<file path="src/rtl/seq_chunk_subtractor.sv">
// seq_chunk_subtractor: computes diff = in1 - in2 - bin one CHUNK-bit slice
// per clock, LSB slice first, rippling the borrow through a register.
//
// Handshake: start is a request sampled only while idle (busy=0); the edge
// that samples start=1 latches in1/in2/bin and the operation is then owned by
// the block. done is a single-cycle completion pulse; diff/bout/ovf are valid
// from that cycle until the next accepted start. start while busy=1 is
// dropped, never queued.
module seq_chunk_subtractor #(
    parameter int N     = 32,
    parameter int CHUNK = 8
) (
    input  logic         clk,
    input  logic         rst_n,
    input  logic         start,
    input  logic [N-1:0] in1,
    input  logic [N-1:0] in2,
    input  logic         bin,
    output logic         busy,
    output logic         done,
    output logic [N-1:0] diff,
    output logic         bout,
    output logic         ovf,
    output logic [1:0]   state_dbg
);

    localparam int K    = N / CHUNK;
    localparam int IDXW = (K > 1) ? $clog2(K) : 1;

    typedef enum logic [1:0] {
        IDLE = 2'd0,
        RUN  = 2'd1,
        DONE = 2'd2
    } state_t;

    state_t            state;
    state_t            state_nx;
    logic [N-1:0]      a_q;
    logic [N-1:0]      b_q;
    logic [N-1:0]      diff_q;
    logic              borrow_q;
    logic [IDXW-1:0]   idx_q;
    logic              bout_q;
    logic              ovf_q;

    logic [31:0]       base;
    logic [CHUNK-1:0]  a_sl;
    logic [CHUNK-1:0]  b_sl;
    logic [CHUNK-1:0]  d_sl;
    logic [CHUNK:0]    sum;
    logic              last;

    // Current slice: a + ~b + ~borrow; the carry out is the inverted borrow.
    always_comb begin
        base = 32'(idx_q) * 32'(CHUNK);
        a_sl = a_q[base +: CHUNK];
        b_sl = b_q[base +: CHUNK];
        sum  = {1'b0, a_sl} + {1'b0, ~b_sl} + {{CHUNK{1'b0}}, ~borrow_q};
        d_sl = sum[CHUNK-1:0];
        last = (idx_q == IDXW'(K - 1));
    end

    // State register.
    always_ff @(posedge clk or negedge rst_n) begin
        if (!rst_n) begin
            state <= IDLE;
        end else begin
            state <= state_nx;
        end
    end

    // Next-state: accept in IDLE, run K slices, one DONE cycle, back to IDLE.
    always_comb begin
        state_nx = state;
        case (state)
            IDLE:    if (start) state_nx = RUN;
            RUN:     if (last)  state_nx = DONE;
            DONE:    state_nx = IDLE;
            default: state_nx = IDLE;
        endcase
    end

    // Datapath: latch operands on accept, then write one diff slice per RUN edge.
    always_ff @(posedge clk or negedge rst_n) begin
        if (!rst_n) begin
            a_q      <= '0;
            b_q      <= '0;
            diff_q   <= '0;
            borrow_q <= 1'b0;
            idx_q    <= '0;
            bout_q   <= 1'b0;
            ovf_q    <= 1'b0;
        end else begin
            case (state)
                IDLE: begin
                    if (start) begin
                        a_q      <= in1;
                        b_q      <= in2;
                        borrow_q <= bin;
                        idx_q    <= '0;
                        diff_q   <= '0;
                        bout_q   <= 1'b0;
                        ovf_q    <= 1'b0;
                    end
                end
                RUN: begin
                    diff_q[base +: CHUNK] <= d_sl;
                    borrow_q              <= ~sum[CHUNK];
                    if (last) begin
                        idx_q  <= '0;
                        bout_q <= ~sum[CHUNK];
                        // The top slice's MSB is the result sign bit.
                        ovf_q  <= (a_q[N-1] != b_q[N-1]) && (d_sl[CHUNK-1] != a_q[N-1]);
                    end else begin
                        idx_q <= idx_q + IDXW'(1);
                    end
                end
                default: ;
            endcase
        end
    end

    assign busy      = (state != IDLE);
    assign done      = (state == DONE);
    assign diff      = diff_q;
    assign bout      = bout_q;
    assign ovf       = ovf_q;
    assign state_dbg = state;

endmodule

</file>
<file path="config.mk">
export PLATFORM = sky130hd
export DESIGN_NAME = seq_chunk_subtractor
export DESIGN_NICKNAME = d
export VERILOG_FILES = /design/src/rtl/seq_chunk_subtractor.sv
export SDC_FILE = /design/constraint.sdc
export NUM_CORES = 1
export LEC_CHECK = 0
export CORE_MARGIN = 8
export CORE_UTILIZATION = 55
export CTS_CLUSTER_SIZE = 40
export DETAILED_ROUTE_END_ITERATION = 7
export DONT_BUFFER_PORTS = 1
export PLACE_DENSITY = 0.7
export SLEW_MARGIN = 20
export SYNTH_ARGS = -nofsm -noshare
export SYNTH_HDL_FRONTEND = slang
export SYNTH_SLANG_ARGS = --single-unit
</file>
<file path="constraint.sdc">
create_clock -name clk -period 3.8 [get_ports clk]
set_clock_uncertainty 0.05 [all_clocks]
set_input_delay 0.76 -clock clk [delete_from_list [all_inputs] [get_ports clk]]
set_output_delay 0.76 -clock clk [all_outputs]
set_load 0.01 [all_outputs]
</file>
==> impl_metrics.ini <==
[clock_tree]
cts_sinks = 103
cts_made_buffers = 9
clk_path_buf_depth = 2
cts_tree = done
clk_latency_ns = 0.36
holdBufCountCts = 0
root_buffer = clkbuf_8
clk_pin_slew_ns = 0.10
cts_resized = 0
htreeDepth = 3
cts_setup_buffers = 0

[floorplan]
die_w_um = 109
fp.dieH_um = 109
coreArea_um2 = 8550
rows = 34
die-area_um2 = 11800
io_pins = 106
start_util = 0.554

[drt]
drc = 0
wl_mm = 10.0
viasPerCell = 6.08
drt_iter0_markers = 111
drtAntennaViolNets = 0
first_pass_iters = 4
wl_per_cell_um = 22.9
vias = 2670

[global_route]
grt_pass1_vias = 2865
grt_pass1_wl_mm = 16.0
antenna_found_initial = 2
grt-ovfl-total = 0
grt_max_degree = 104
track_usage = 0.178

[timing]
final-setup-viol-count = 0
relSlewSlack = 0.472
timing.fmax_mhz = 324
maxSlewViolCount = 0
tns_ns = 0
tightest_slew_ns = 0.793
hold_violations = 0
holdWs_ns = 0.0352
finalCriticalPeriod_ns = 3.09
finalWorstSetupSlack_ns = 0.711
min_period_over_period = 0.813
rsz0062_at_grt = false

[logic_synthesis]
yosys.area.top_type = dfrtp_1
async_reset_ff_frac = 1.00
ys_seq_elements = 103
synth_warnings = 0
syn_area_per_cell_um2 = 14.5
synth_most_common_cell = dfrtp_1
netlist_area_um2 = 4740
synthTopCellsByCount = 103 x dfrtp_1, 63 x mux2_2, 25 x a22o_1
ys_top_cells_by_area = dfrtp_1 54%, mux2_2 15%, mux4_2 7.6%
synth_edf_count = 0
yosysTopAreaCellShare = 0.544
yosysUniqueCellTypes = 43
synthCells = 327
synth_ff_type = dfrtp_1
syn-num-nets = 408
ys_seq_area_frac = 0.544

[power]
p_per_area_nw_per_um2 = 1130
ir_drop_v = 0.000515
power.leakage_uw = 0.00218
power.total_uw = 5660

[worst_setup_path]
critPathArrivalTime_ns = 3.29
cp_data_required_time_ns = 4.00
end_kind = flip-flop
crit_type = flip-flop to flip-flop
worstPathMaxFanout = 9
critPathLaunchType = flip-flop

[finish]
num_antenna_cells = 0
drive_above_1_share = 0.338
syn_to_final_growth_pct = 5.46
stdcell_count = 439
final_nets = 409

[run_status]
status = finished clean

[placed_design]
place_inst = 425
dp.final_hpwl_mm = 7.49
port_buffers = 0
gp_congestion = 0.797
pre_cts_slack_ns = 0.691

[run]
cap_violations = 0

[hold_path]
min_path_type = input pin to async pin
[flip-flops by register name, indices dropped and copies added (netlist names)]
signal / count
bout: 1
idx_q: 2
b_q: 32
diff: 32
ovf: 1
state_dbg: 2
borrow_q: 1
a_q: 32
[cells by family (layout without fill, tap and decap cells)]
logic type / after synthesis / after routing / share of synthesized area
mux: 81 / 81 / 0.230
buf+inv: 33 / 37 / 0.0359
simple gates: 33 / 33 / 0.0430
xor+xnor: 5 / 5 / 0.00924
fa+ha+maj: 13 / 13 / 0.0375
flops: 103 / 103 / 0.544
compound gates: 59 / 59 / 0.101
[placed cells by master, fill, tap and decap left out, types with 2 or more instances in the layout]
master / count
mux4_2: 16
o21ai_0: 9
a21oi_2: 3
clkinv_2: 2
o31ai_1: 2
inv_1: 18
nor2b_1: 2
nor2_1: 4
a22o_1: 25
nand2b_1: 4
mux2i_1: 2
nor3b_1: 2
or2_1: 2
buf_4: 4
fa_1: 2
a21oi_1: 4
ha_1: 11
clkbuf_8: 9
mux2_2: 63
xnor2_1: 4
nand2_1: 11
and3_1: 2
o2111a_1: 2
dfrtp_1: 103
a22o_2: 4
[through the flow]
stage | util | cell area [um^2]
2_1_floorplan | - | 4740
3_3_place_gp | 0.564 | 4820
3_5_place_dp | 0.564 | 4820
6_report | 0.585 | 5000
4_1_cts | 0.585 | 5000
5_1_grt | 0.585 | 5000
[metal layers]
metal  routed length (um)  share of wire  GRT usage  vias to the layer above
li1                     -              -          -                     1205
met1                 4140           0.41      0.224                     1353
met2                 4650           0.46      0.268                       92
met3                 1070           0.11     0.0839                       16
met4                  154          0.015     0.0557                        4
met5                   27         0.0027          0                        -
[critical path: stages (launching register included)]
cell      delay, ns
dfrtp_1        0.62
buf_4          0.27
mux4_2         0.56
fa_1           0.50
a211oi_1       0.30
o21ai_0        0.14
a21oi_1        0.18
xnor2_1        0.13
a22o_1         0.23
[final timing paths]
check,startpoint,end,slack (ns),cells past startpoint
worst min-delay path,rst_n,a_q[2],0.04,0
worst max register to register,idx_q[0],diff[6],0.71,8
worst max-delay path,idx_q[0],diff[6],0.71,8
max in group asynchronous,rst_n,b_q[2],3.53,0
min in group clk,a_q[8],a_q[8],0.46,1
worst min register to register,a_q[8],a_q[8],0.46,1
[power breakdown]
group / internal [uW] / switching (uW) / total [uW] / leakage [uW]
clock network: 297 / 351 / 648 / 0.0000920
logic: 1400 / 1650 / 3050 / 0.000804
registers: 1590 / 373 / 1960 / 0.00128
total: 3280 / 2380 / 5660 / 0.00218
[final cells by class]
class | count | area [um^2]
fill | 688 | 3550
sequential | 103 | 2580
multi-input combinational | 191 | 1990
tap | 108 | 135
clock buffer | 10 | 128
inverter | 18 | 67.6
timing repair buffer | 5 | 50.0
clock inverter | 4 | 48.8
Note: power is estimated with default switching activity, not from simulation.
